===== config.mk =====
export PLATFORM = sky130hd
export DESIGN_NAME = timer_ctrl
export DESIGN_NICKNAME = d
export VERILOG_FILES = /design/src/rtl/timer_pkg.sv /design/src/rtl/tick_prescaler.sv /design/src/rtl/timer_ctrl.sv
export SDC_FILE = /design/constraint.sdc
export NUM_CORES = 1
export LEC_CHECK = 0
export ABC_AREA = 1
export BUFFER_PORTS_ARGS = -buffer_cell sky130_fd_sc_hd__buf_4
export CAP_MARGIN = 20
export CORE_MARGIN = 4
export CORE_UTILIZATION = 60
export DETAILED_ROUTE_END_ITERATION = 10
export GPL_ROUTABILITY_DRIVEN = 0
export HOLD_SLACK_MARGIN = 0.08
export PLACE_DENSITY = 0.85
export SETUP_SLACK_MARGIN = 0.5
export SYNTH_ARGS = -nofsm -noshare
export SYNTH_HDL_FRONTEND = slang
export SYNTH_SLANG_ARGS = --single-unit
export TNS_END_PERCENT = 1

===== constraint.sdc =====
create_clock -name clk -period 3.5 [get_ports clk]
set_input_delay 0.175 -clock clk [delete_from_list [all_inputs] [get_ports clk]]
set_output_delay 0.175 -clock clk [all_outputs]
set_load 0.01 [all_outputs]

===== src/rtl/timer_pkg.sv =====
// timer_pkg: shared state type, display limits and widths for the countdown timer.
package timer_pkg;

  localparam int TIME_W = 8;

  localparam logic [TIME_W-1:0] SEC_MAX = 8'd59;
  localparam logic [TIME_W-1:0] MIN_MAX = 8'd99;

  typedef enum logic [1:0] {
    IDLE  = 2'd0,
    RUN   = 2'd1,
    PAUSE = 2'd2,
    DONE  = 2'd3
  } timer_state_t;

  // Saturate a preset value to the largest displayable digit pair.
  function automatic logic [TIME_W-1:0] clamp_to(input logic [TIME_W-1:0] v,
                                                 input logic [TIME_W-1:0] lim);
    return (v > lim) ? lim : v;
  endfunction

endpackage


===== src/rtl/tick_prescaler.sv =====
// tick_prescaler: divides clk down to one tick every TICK_DIV cycles.
// The tick output is the wrap condition of the count; the caller registers it.
module tick_prescaler #(
  parameter int unsigned TICK_DIV = 50_000_000
) (
  input  logic clk,
  input  logic reset,
  input  logic en,
  input  logic clr,
  output logic tick
);

  localparam int unsigned   CW   = $clog2(TICK_DIV);
  localparam logic [CW-1:0] LAST = CW'(TICK_DIV - 1);

  logic [CW-1:0] count_q, count_d;

  if (TICK_DIV < 2) begin : g_bad_div
    $error("tick_prescaler: TICK_DIV must be at least 2");
  end

  // A clear in the same cycle pre-empts the wrap, so no tick is reported.
  assign tick = en && !clr && (count_q == LAST);

  // Next count: clear wins, otherwise advance and wrap while enabled, else hold.
  always_comb begin
    count_d = count_q;
    if (clr) begin
      count_d = '0;
    end else if (en) begin
      count_d = (count_q == LAST) ? '0 : count_q + 1'b1;
    end
  end

  // Count register.
  always_ff @(posedge clk or negedge reset) begin
    if (!reset) count_q <= '0;
    else        count_q <= count_d;
  end

endmodule


===== src/rtl/timer_ctrl.sv =====
// timer_ctrl: mm:ss countdown timer with start/stop/clear/load commands.
// Optional expiry alarm is compiled in with macro TIMER_CTRL_ALARM_EN.
//
//   state | meaning
//   IDLE  | value loaded or cleared, prescaler held
//   RUN   | counting down, one decrement per tick
//   PAUSE | counting suspended, prescaler count held
//   DONE  | reached 00:00, expired asserted
module timer_ctrl
  import timer_pkg::*;
#(
  parameter int unsigned TICK_DIV    = 50_000_000,
  parameter int unsigned ALARM_TICKS = 5
) (
  input  logic              clk,
  input  logic              reset,
  input  logic              start,
  input  logic              stop,
  input  logic              clear,
  input  logic              load,
  input  logic [TIME_W-1:0] load_min,
  input  logic [TIME_W-1:0] load_sec,
  output logic [TIME_W-1:0] min,
  output logic [TIME_W-1:0] sec,
  output logic              running,
  output logic              expired,
  output logic              alarm,
  output logic              tick
);

  timer_state_t      state_q, state_d;
  logic [TIME_W-1:0] min_q, min_d, sec_q, sec_d;
  logic              tick_q;
  logic              wrap, presc_en, presc_clr;
  logic              at_zero, last_sec, load_act, start_idle, dec;

  if (ALARM_TICKS < 1) begin : g_bad_alarm
    $error("timer_ctrl: ALARM_TICKS must be at least 1");
  end

  assign at_zero    = (min_q == '0) && (sec_q == '0);
  assign last_sec   = (min_q == '0) && (sec_q == TIME_W'(1));
  // load is ignored in RUN but still outranks stop/start there.
  assign load_act   = load && !clear && (state_q != RUN);
  assign start_idle = start && !clear && !load && !stop && (state_q == IDLE) && !at_zero;
  assign dec        = wrap && (state_q == RUN) && !clear;
  assign presc_clr  = clear || load_act || start_idle;

  tick_prescaler #(.TICK_DIV(TICK_DIV)) u_presc (
    .clk  (clk),
    .reset(reset),
    .en   (presc_en),
    .clr  (presc_clr),
    .tick (wrap)
  );

  // State register.
  always_ff @(posedge clk or negedge reset) begin
    if (!reset) state_q <= IDLE;
    else        state_q <= state_d;
  end

  // Next state: clear > load > expiry > stop > start.
  always_comb begin
    state_d = state_q;
    if (clear) begin
      state_d = IDLE;
    end else if (load_act) begin
      state_d = IDLE;
    end else if (dec && last_sec) begin
      state_d = DONE;
    end else if (!load && stop) begin
      if (state_q == RUN) state_d = PAUSE;
    end else if (!load && start) begin
      if ((state_q == IDLE && !at_zero) || state_q == PAUSE) state_d = RUN;
    end
  end

  // Status outputs decoded straight from the state register.
  always_comb begin
    running = (state_q == RUN);
    expired = (state_q == DONE);
  end

  // Time value: clear, clamped load, or borrow-style decrement on a tick.
  always_comb begin
    min_d = min_q;
    sec_d = sec_q;
    if (clear) begin
      min_d = '0;
      sec_d = '0;
    end else if (load_act) begin
      min_d = clamp_to(load_min, MIN_MAX);
      sec_d = clamp_to(load_sec, SEC_MAX);
    end else if (dec) begin
      if (sec_q != '0) begin
        sec_d = sec_q - 1'b1;
      end else begin
        min_d = min_q - 1'b1;
        sec_d = SEC_MAX;
      end
    end
  end

  // Time and tick registers.
  always_ff @(posedge clk or negedge reset) begin
    if (!reset) begin
      min_q  <= '0;
      sec_q  <= '0;
      tick_q <= 1'b0;
    end else begin
      min_q  <= min_d;
      sec_q  <= sec_d;
      tick_q <= wrap;
    end
  end

  assign min  = min_q;
  assign sec  = sec_q;
  assign tick = tick_q;

`ifdef TIMER_CTRL_ALARM_EN
  localparam int unsigned AW = $clog2(ALARM_TICKS + 1);

  logic [AW-1:0] alarm_cnt_q, alarm_cnt_d;
  logic          alarm_q, alarm_d;

  // The prescaler keeps ticking in DONE so the alarm can time itself out.
  assign presc_en = (state_q == RUN) || (state_q == DONE);

  // Alarm rises with expiry and falls after ALARM_TICKS ticks, or at once on clear/load.
  always_comb begin
    alarm_d     = alarm_q;
    alarm_cnt_d = alarm_cnt_q;
    if (clear || load_act) begin
      alarm_d     = 1'b0;
      alarm_cnt_d = '0;
    end else if (dec && last_sec) begin
      alarm_d     = 1'b1;
      alarm_cnt_d = AW'(ALARM_TICKS);
    end else if (alarm_q && wrap && (state_q == DONE)) begin
      alarm_cnt_d = alarm_cnt_q - 1'b1;
      if (alarm_cnt_q == AW'(1)) alarm_d = 1'b0;
    end
  end

  // Alarm registers.
  always_ff @(posedge clk or negedge reset) begin
    if (!reset) begin
      alarm_q     <= 1'b0;
      alarm_cnt_q <= '0;
    end else begin
      alarm_q     <= alarm_d;
      alarm_cnt_q <= alarm_cnt_d;
    end
  end

  assign alarm = alarm_q;
`else
  assign presc_en = (state_q == RUN);
  assign alarm    = 1'b0;
`endif

endmodule

==> impl_metrics.ini <==
[timing]
fin_crit_sh_pct = 55.5
post-route-worst-setup-slack_ns = 1.56
timing_max_transition_violations_final = 0
worst_clock_skew_ns = 0.00753
final_hold_viol_count = 0
max_slew.worst_pin.slew_ns = 0.567
max_freq_mhz = 515
setup-violations-final = 0
min_period_ns = 1.94
grt_setup_unrepaired = false
setup_total_negative_slack_ns = 0
rel_slew_slack_pct = 62.2

[yosys]
synth_nets = 502
netlist_instances = 475
postSynthAreaPerCell_um2 = 6.76
ys.warnings.count = 0
netlist_area_mm2 = 0.00321
seq_area_frac_synth_pct = 35.1
yosys_register_bits = 45
synth_cell_type_count = 34

[detailed_routing]
detail_route.iter0.violations = 245
remaining_drc_errors = 0
detailroute.via_count = 3266
drtPass1Iterations = 5
antenna_left = 0
routed_wirelength_um = 7990
drt-vias-per-instance = 5.57
routed_wire_length_per_instance_um = 13.6

[floorplanning]
placementRows = 26
die_y_um = 81.2
dieArea_mm2 = 0.00659
die-width_um = 81.2
num_io_pins = 42
initial_utilization_pct = 62.5
core_box_area_mm2 = 0.00514

[setup_path]
worstSetupPathType = reg -> reg
critical_path.cell_chain = ha_1, nand2_1, nor2_1, nand2_1, inv_1, nand3_1, nand2_2, inv_1, nand3_1, nand2_1
startpoint_class = flip-flop
timing.critical_path.mode_cell = sky130_fd_sc_hd__nand2_1
timing.critical_path.fanout_max = 18
worst_ep_required_time_ns = 3.71
critical_path_arrival_ns = 2.15
critical_path.max_stage_delay_ns = 0.41
cp_slowest_cell = sky130_fd_sc_hd__dfrtp_1
end_kind = flip-flop

[clock_network]
tritoncts = yes
ctsResizeCount = 0
clock_pin_slew_reported_for_the_worst_setup_and_hold_paths_after_clock_tree_synthesis_ns = 0.09
postCtsSetupRepairBufs = 0
max-clock-path-buffers = 2
cts.root.buffer_cell = sky130_fd_sc_hd__clkbuf_8
clkSinkCount = 45
postCtsHoldBufs = 1
clk_latency_ns = 0.30
numCtsBuffers = 5
htreeDepth = 2

[layout]
area_occupied_by_multi_input_gates_mm2 = 0.00175
n_antenna_cell = 0
final_instance_area_mm2 = 0.00368
post_route_cells_drive_above_1_share_pct = 15.1
register_area_mm2 = 0.00113
finish.net_count = 542
area_delta_synth_final_pct = 14.7
fill_cells = 457

[place]
pre_cts_ws_ns = 1.58
hpwlAfterDp_um = 5990
port_buffers = 40
detailed_place.area_mm2 = 0.00354

[global_route]
antenna_found_initial = 0
grt_start_max_net_pins = 46
gr_usage_total_pct = 25.9
grt_overflow = 0
first_pass_grt_wire_length_um = 13500
number_of_global_route_vias_before_repair = 3082

[flow_run]
cap_viol_max_count = 0

[run_status]
run_status = finished, final reports clean

[power]
total_power_mw = 1.77
worst_ir_drop_vdd_mv = 0.370
static_power_due_to_leakage_nw = 1.76
power_per_cell_area_mw_per_mm2 = 481

[worst_hold_path]
min_path_type = in -> reg
==> worst max-delay path, delay by kind of cell, from the launching register on <==
family                   cells  cell delay [ns]
AND/OR/NAND/NOR              7             0.93
flip-flops                   1             0.41
buffers and inverters        2             0.26
adder cells (fa/ha/maj)      1             0.25
==> through the flow <==
stage	instances	hold slack, ns	utilization, %
floorplan	475	-0.121	-
global placement	577	0.206	68.8
detailed placement	577	0.209	68.8
CTS	586	0.175	71.6
global route	586	0.172	71.6
finish	586	0.180	71.6
==> sequential cells by signal (all words and copies together) (netlist names) <==
register,flops
u_presc.count_q,26
tick,1
min,8
sec,8
state_q,2
==> cell type report <==
type	instances	area share [%]
multi-input combinational	350	47.6
inverter	72	7.41
sequential	45	30.6
timing repair buffer	41	8.43
tap	70	2.38
clock buffer	5	1.87
clock inverter	3	1.77
==> synthesized netlist by cell type <==
| master | n | area [um^2] |
|---|---|---|
| sky130_fd_sc_hd__dfrtp_1 | 45 | 1130 |
| sky130_fd_sc_hd__xor2_1 | 12 | 105 |
| sky130_fd_sc_hd__o21ai_2 | 1 | 8.76 |
| sky130_fd_sc_hd__nand2_4 | 1 | 11.3 |
| sky130_fd_sc_hd__nand3_1 | 41 | 205 |
| sky130_fd_sc_hd__buf_4 | 1 | 7.51 |
| sky130_fd_sc_hd__nor2_4 | 2 | 22.5 |
| sky130_fd_sc_hd__nor3_2 | 1 | 10.0 |
| sky130_fd_sc_hd__o211ai_1 | 2 | 15.0 |
| sky130_fd_sc_hd__o21ai_0 | 30 | 150 |
| sky130_fd_sc_hd__xnor2_1 | 3 | 26.3 |
| sky130_fd_sc_hd__o22ai_1 | 13 | 81.3 |
| sky130_fd_sc_hd__nand3_2 | 2 | 20.0 |
| sky130_fd_sc_hd__o21bai_1 | 3 | 22.5 |
| sky130_fd_sc_hd__nand3b_1 | 1 | 7.51 |
| sky130_fd_sc_hd__nand2_2 | 8 | 50.1 |
| sky130_fd_sc_hd__ha_1 | 5 | 62.6 |
| sky130_fd_sc_hd__nor3_1 | 15 | 75.1 |
| sky130_fd_sc_hd__inv_1 | 65 | 244 |
| sky130_fd_sc_hd__nor2_8 | 1 | 20.0 |
| sky130_fd_sc_hd__a21oi_1 | 4 | 20.0 |
| sky130_fd_sc_hd__nor2_1 | 49 | 184 |
| sky130_fd_sc_hd__conb_1 | 1 | 3.75 |
| sky130_fd_sc_hd__nand2_1 | 128 | 480 |
| sky130_fd_sc_hd__o31ai_1 | 2 | 15.0 |
| sky130_fd_sc_hd__nor2_2 | 7 | 43.8 |
| sky130_fd_sc_hd__inv_2 | 6 | 22.5 |
| sky130_fd_sc_hd__buf_6 | 3 | 33.8 |
| sky130_fd_sc_hd__o21ai_1 | 6 | 30.0 |
| sky130_fd_sc_hd__inv_4 | 1 | 6.26 |
| sky130_fd_sc_hd__o311ai_0 | 2 | 17.5 |
| sky130_fd_sc_hd__a31oi_1 | 1 | 6.26 |
| sky130_fd_sc_hd__buf_2 | 4 | 20.0 |
| sky130_fd_sc_hd__nand4_1 | 9 | 56.3 |
==> placed cells by master, fill, tap and decap left out, drive strengths merged <==
| cell | instances |
|---|---|
| bufinv | 2 |
| clkinv | 1 |
| nand4 | 9 |
| nor2 | 59 |
| o31ai | 2 |
| a21oi | 4 |
| ha | 5 |
| o22ai | 13 |
| xor2 | 12 |
| nand3 | 43 |
| xnor2 | 3 |
| conb | 1 |
| o21bai | 3 |
| dfrtp | 45 |
| buf | 40 |
| o21ai | 37 |
| o211ai | 2 |
| nor3 | 16 |
| clkbuf | 5 |
| o311ai | 2 |
| dlygate4sd3 | 1 |
| nand3b | 1 |
| inv | 72 |
| nand2 | 137 |
| a31oi | 1 |
==> power breakdown <==
group          internal (mW)  leakage [nW]  switching [mW]
Combinational          0.257          1.08           0.368
Sequential             0.586         0.611          0.0844
Clock                  0.284        0.0681           0.193
==> metal layers <==
metal	global-route usage, %	routed length [um]	vias up
li1	-	-	1609
met1	32.3	3320	1519
met2	43.5	4000	117
met3	4.66	475	21
met4	11.8	194	0
met5	0	0	-
==> worst paths after layout <==
check / slack, ns / end / depth (start not counted) / from
setup / recovery: 1.56 / u_presc.count_q[23] / 10 / u_presc.count_q[0]
hold / removal: 0.18 / sec[1] / 3 / load_sec[1]
setup reg to reg: 1.56 / u_presc.count_q[23] / 10 / u_presc.count_q[0]
hold reg to reg: 0.54 / state_q[1] / 2 / state_q[1]
max in group asynchronous: 2.71 / u_presc.count_q[8] / 2 / reset
min in group asynchronous: 0.41 / u_presc.count_q[5] / 2 / reset
==> logic make-up (layout without fill, tap and decap cells) <==
family | after synthesis | count (layout) | share of synthesized area, %
AO/OA/AOI/OAI | 64 | 64 | 11.4
XOR/XNOR | 15 | 15 | 4.09
adder cells (fa/ha/maj) | 5 | 5 | 1.95
buffers and inverters | 80 | 121 | 10.4
flip-flops | 45 | 45 | 35.1
other | 1 | 1 | 0.117
AND/OR/NAND/NOR | 265 | 265 | 36.9
No activity file was read; power rests on OpenSTA's default activity.
